## src/rtl/if_pkg.sv

```systemverilog
// Shared types and constants for the instruction fetch stage.
package if_pkg;
  localparam int XLEN   = 64;
  localparam int INST_W = 32;
  localparam logic [XLEN-1:0] PC_INC = 64'd4;

  typedef enum logic [1:0] {BOOT, RUN, HALT} fetch_state_t;

  typedef struct packed {
    logic [XLEN-1:0]   pc;
    logic [INST_W-1:0] inst;
  } fetch_entry_t;
endpackage

```

## src/rtl/inst_fetch_buf.sv

```systemverilog
// Small synchronous FIFO of {pc, inst} entries; flush overrides push and pop.
module fetch_buf
  import if_pkg::*;
#(
  parameter int DEPTH = 2
) (
  input  logic         clk,
  input  logic         rst,
  input  logic         push,
  input  logic         pop,
  input  logic         flush,
  input  fetch_entry_t wdata,
  output logic         full,
  output logic         empty,
  output fetch_entry_t head
);
  localparam int AW = $clog2(DEPTH);

  fetch_entry_t    mem [DEPTH];
  logic [AW-1:0]   rd_ptr, wr_ptr;
  logic [AW:0]     count;
  logic            do_push, do_pop;

  assign full    = (count == (AW+1)'(DEPTH));
  assign empty   = (count == '0);
  assign do_pop  = pop & ~empty;
  // a push into a full buffer is legal only when the head leaves the same cycle
  assign do_push = push & (~full | do_pop);

  always_ff @(posedge clk or posedge rst) begin
    if (rst) begin
      rd_ptr <= '0;
      wr_ptr <= '0;
      count  <= '0;
    end else if (flush) begin
      rd_ptr <= '0;
      wr_ptr <= '0;
      count  <= '0;
    end else begin
      if (do_push) wr_ptr <= wr_ptr + 1'b1;
      if (do_pop)  rd_ptr <= rd_ptr + 1'b1;
      case ({do_push, do_pop})
        2'b10:   count <= count + 1'b1;
        2'b01:   count <= count - 1'b1;
        default: count <= count;
      endcase
    end
  end

  always_ff @(posedge clk) begin
    if (do_push && !flush) mem[wr_ptr] <= wdata;
  end

  assign head = empty ? '0 : mem[rd_ptr];
endmodule

```

## src/rtl/inst_fetch.sv

```systemverilog
// Fetch stage: owns the PC, drives the instruction ROM and feeds decode through fetch_buf.
// state | meaning
// BOOT  | one idle cycle after reset release, ce=0
// RUN   | fetching while buffer has room or head is leaving
// HALT  | stopped on a misaligned redirect target, waits for an aligned redirect
module inst_fetch
  import if_pkg::*;
#(
  parameter logic [XLEN-1:0] RESET_PC  = 64'h0,
  parameter int              BUF_DEPTH = 2
) (
  input  logic              clk,
  input  logic              rst,
  output logic              ce,
  output logic [XLEN-1:0]   addr,
  input  logic [INST_W-1:0] inst,
  input  logic              redirect,
  input  logic [XLEN-1:0]   redirect_pc,
  output logic              id_valid,
  input  logic              id_ready,
  output logic [XLEN-1:0]   id_pc,
  output logic [INST_W-1:0] id_inst,
  output logic              misalign,
  output logic [XLEN-1:0]   misalign_pc
);
  fetch_state_t  state, state_nxt;
  logic [XLEN-1:0] pc;
  logic          full, empty, push, pop, redir_ok, aligned;
  fetch_entry_t  head, wdata;

  assign aligned  = (redirect_pc[1:0] == 2'b00);
  assign redir_ok = redirect & (state != BOOT);
  assign pop      = id_valid & id_ready;
  assign push     = ce & ~redirect;
  assign addr     = pc;

  always_ff @(posedge clk or posedge rst) begin
    if (rst) state <= BOOT;
    else     state <= state_nxt;
  end

  always_comb begin
    state_nxt = state;
    case (state)
      BOOT:     state_nxt = RUN;
      RUN,
      HALT:     if (redirect) state_nxt = aligned ? RUN : HALT;
      default:  state_nxt = BOOT;
    endcase
  end

  always_comb begin
    ce = 1'b0;
    if (state == RUN) ce = ~full | pop;
  end

  always_ff @(posedge clk or posedge rst) begin
    if (rst) begin
      pc          <= RESET_PC;
      misalign    <= 1'b0;
      misalign_pc <= '0;
    end else if (redir_ok) begin
      if (aligned) begin
        pc       <= redirect_pc;
        misalign <= 1'b0;
      end else begin
        misalign    <= 1'b1;
        misalign_pc <= redirect_pc;
      end
    end else if (push) begin
      pc <= pc + PC_INC;
    end
  end

  always_comb begin
    wdata      = '0;
    wdata.pc   = pc;
    wdata.inst = inst;
  end

  fetch_buf #(.DEPTH(BUF_DEPTH)) u_buf (
    .clk   (clk),
    .rst   (rst),
    .push  (push),
    .pop   (pop),
    .flush (redir_ok),
    .wdata (wdata),
    .full  (full),
    .empty (empty),
    .head  (head)
  );

  assign id_valid = ~empty;
  assign id_pc    = head.pc;
  assign id_inst  = head.inst;
endmodule
```

## config.mk

```make
export PLATFORM = sky130hd
export DESIGN_NAME = inst_fetch
export DESIGN_NICKNAME = d
export VERILOG_FILES = /design/src/rtl/if_pkg.sv /design/src/rtl/inst_fetch_buf.sv /design/src/rtl/inst_fetch.sv
export SDC_FILE = /design/constraint.sdc
export NUM_CORES = 1
export LEC_CHECK = 0
export CORE_ASPECT_RATIO = 0.7
export CORE_MARGIN = 2
export CORE_UTILIZATION = 31
export DETAILED_ROUTE_END_ITERATION = 8
export PLACE_DENSITY_LB_ADDON = 0.12
export RECOVER_POWER = 25
export SLEW_MARGIN = 20
export SYNTH_ARGS = -nofsm -noshare
export SYNTH_HDL_FRONTEND = slang
export SYNTH_SLANG_ARGS = --single-unit
```

## constraint.sdc

```tcl
create_clock -name clk -period 7.55 [get_ports clk]
set_input_delay 0.755 -clock clk [delete_from_list [all_inputs] [get_ports clk]]
set_output_delay 0.755 -clock clk [all_outputs]
set_load 0.03 [all_outputs]
```

==> flow_summary.json <==
{
  "cts_buffers": 37,
  "core_sq_um": 44800,
  "dr_wl_met3_mm": 2.44,
  "max_stage_delay_ns": 0.82,
  "clock_latency_ns": 0.53,
  "clk_pin_slew_ns": 0.06,
  "dr.pass1.iters": 5,
  "drc": 0,
  "area_delta_synth_final_pct": 36.6,
  "placed_area_sq_um": 18000,
  "cp_cell_sequence": "buf_4 > mux2i_1 > nor2_1 > clkdlybuf4s50_1",
  "ioPinCount": 327,
  "numPortBuffers": 326,
  "root_buffer": "clkbuf_16",
  "finalWeightedCongestion": 0.780,
  "rrSetupSlack_ns": 4.48,
  "end_kind": "primary output",
  "vias": 10200,
  "postSynthAreaPerCell_sq_um": 12.6,
  "dpl_worst_slack_ns": 3.71,
  "dp_hpwl_mm": 29.1,
  "yosys_warnings": 0,
  "synth_area_sq_um": 14000,
  "fin_area_sq_um": 19200,
  "ir_drop_v": 0.000223,
  "first_global_vias": 10100,
  "worst_pin_slew_ns": 3.77,
  "wirelength_met1_mm": 21.0,
  "drv_cap": 1,
  "fillCellCount": 4211,
  "die_y_um": 182,
  "final_nets": 1532,
  "async_flop_share_pct": 41.3,
  "critPathMaxFanout": 52,
  "num_antenna_cells": 0,
  "slew_viol_final": 78,
  "synth_top_flop_cell": "edfxtp_1",
  "synth_seq_cells": 327,
  "wl_mm": 43.7,
  "wl_met2_mm": 19.7,
  "synth-edff-count": 192,
  "period_needed_ns": 3.95,
  "synth.net_count": 1219,
  "start_kind": "flop",
  "initial_core_util_pct": 31.3,
  "fp.dieW_um": 258,
  "hold_class": "reg2reg",
  "tns_ns": 0,
  "outcome": "finished with violations",
  "tritoncts": "done",
  "cts_resized": 0,
  "synth_cell_types": 61,
  "clock_path_buffers": 3,
  "highest_layer": "met4",
  "gr-usage-all-layers_pct": 18.3,
  "fp-row-count": 65,
  "drive_above_1_share_pct": 10.7,
  "required_ns": 6.80,
  "slew_headroom_pct": -152,
  "h-tree-depth": 2,
  "hold_viol": 0,
  "rsz0062_at_grt": "false",
  "synth-seq-area-share_pct": 65.2,
  "cts.sinks": 327,
  "period_share_pct": 52.3,
  "setup_viol": 0,
  "ant_nets": 0,
  "power_density_nw_per_um2": 457,
  "violations": "max-capacitance violations, max-slew violations",
  "antenna_found_initial": 0,
  "drtIter0Drc": 692,
  "grt_pass1_wl_mm": 65.4,
  "crit_type": "reg2out",
  "grt_start_max_net_pins": 78,
  "fin_skew_ns": 0.0187,
  "setup_ws_ns": 3.60,
  "gr-total-overflow": 0,
  "totalPowerFinal_mw": 8.75,
  "crit_arrival_ns": 3.19,
  "die_area_sq_um": 47000,
  "leakage_nw": 6.78,
  "max_freq_mhz": 253,
  "cts_setup_buffers": 0,
  "routedWlPerCell_um": 21.2,
  "slowest_stage": "buf_4",
  "postSynthCellCount": 1115,
  "vias_per_cell": 4.97,
  "hold_buffers": 0
}
==> final timing paths <==
kind,start,endpoint,cells past startpoint
worst min register to register,misalign_pc[1],misalign_pc[1],2
max in group asynchronous,rst,addr[0],3
worst min-delay path,misalign_pc[1],misalign_pc[1],2
worst max register to register,state[1],u_buf.mem[0][26],5
worst max-delay path,u_buf.rd_ptr,id_pc[24],4
min in group asynchronous,rst,misalign_pc[19],2
==> power by group <==
group          switching (mW)  internal (mW)  leakage (nW)
Combinational            2.34           1.54          2.89
Clock                   0.732           1.05         0.576
Sequential              0.563           2.52          3.31
Total                    3.64           5.11          6.78
==> metal layers <==
layer | track usage [%] | vias to the layer above
met5 | 0 | -
met4 | 3.72 | 0
met3 | 3.67 | 43
met2 | 28.0 | 299
met1 | 27.0 | 5134
li1 | - | 4763
==> logic make-up (layout without fill, tap and decap cells) <==
kind of cell,after synthesis,after routing,synth area share (%)
AO/OA/AOI/OAI,180,180,7.66
XOR/XNOR,2,2,0.125
adder cells (fa/ha/maj),4,4,0.357
buffers and inverters,76,418,2.21
flip-flops,327,327,65.2
multiplexers,160,160,12.0
AND/OR/NAND/NOR,366,366,12.5
==> Yosys cell counts, drive strengths merged, types with 4 or more instances <==
| cell | number | area share, % |
|---|---|---|
| o21ai | 37 | 1.3 |
| nand2 | 58 | 1.6 |
| o211ai | 6 | 0.32 |
| inv | 8 | 0.21 |
| nor2 | 165 | 4.4 |
| o22ai | 20 | 0.89 |
| or3 | 4 | 0.18 |
| mux2 | 62 | 5.0 |
| a211oi | 5 | 0.27 |
| and4 | 5 | 0.33 |
| a21oi | 76 | 2.7 |
| a31oi | 5 | 0.22 |
| buf | 27 | 0.89 |
| nand4 | 31 | 1.5 |
| and2 | 9 | 0.40 |
| o22a | 6 | 0.37 |
| dfrtp | 135 | 24 |
| a311oi | 5 | 0.31 |
| ha | 4 | 0.36 |
| nor3b | 4 | 0.21 |
| and3 | 18 | 0.80 |
| nand3 | 33 | 1.2 |
| clkbuf | 41 | 1.1 |
| nor4 | 6 | 0.42 |
| mux2i | 98 | 7.0 |
| nor3 | 20 | 0.83 |
| edfxtp | 192 | 41 |
==> stage by stage <==
step / cells / utilization [%] / hold WS (ns)
floorplan: 1115 / - / 0.473
global placement: 1991 / 40.1 / 0.476
detailed placement: 1991 / 40.1 / 0.468
CTS: 2059 / 42.7 / 0.488
global route: 2060 / 42.8 / 0.523
finish: 2060 / 42.8 / 0.481
==> registers in the layout (all words and copies together), names as in the netlist <==
| name | count |
|---|---|
| addr | 64 |
| misalign | 1 |
| misalign_pc | 64 |
| state | 2 |
| u_buf.count | 2 |
| u_buf.mem | 192 |
| u_buf.rd_ptr | 1 |
| u_buf.wr_ptr | 1 |
==> layout by cell type (no fill, tap or decap), drive strengths merged, types with 5 or more instances in the layout <==
cell type	netlist	final
clkbuf	41	51
edfxtp	192	192
clkinv	0	10
inv	8	9
and2	9	9
dlygate4sd3	0	33
o21ai	37	37
buf	27	16
nor3	20	20
a31oi	5	5
a211oi	5	5
nor2	165	165
o22a	6	6
and4	5	5
mux2	62	62
nand4	31	31
mux2i	98	98
nand3	33	33
dfrtp	135	135
clkdlybuf4s50	0	293
nand2	58	58
and3	18	18
a311oi	5	5
o22ai	20	20
nor4	6	6
a21oi	76	76
o211ai	6	6
==> critical path, delay by kind of cell (launching register included) <==
| kind | cells | cell delay [ns] |
|---|---|---|
| buffers and inverters | 2 | 1.50 |
| DFF | 1 | 0.70 |
| muxes | 1 | 0.24 |
| and+or+nand+nor | 1 | 0.13 |
==> area by class of cell <==
cell class / count / area (sq um) / area share, %
timing repair buffer: 342 / 3410 / 17.8
inverter: 8 / 31.3 / 0.163
clock inverter: 17 / 140 / 0.731
multi-input combinational: 712 / 4630 / 24.2
tap: 603 / 754 / 3.94
sequential: 327 / 9150 / 47.7
clock buffer: 51 / 1050 / 5.49
Power figures use the tool's default switching activity.
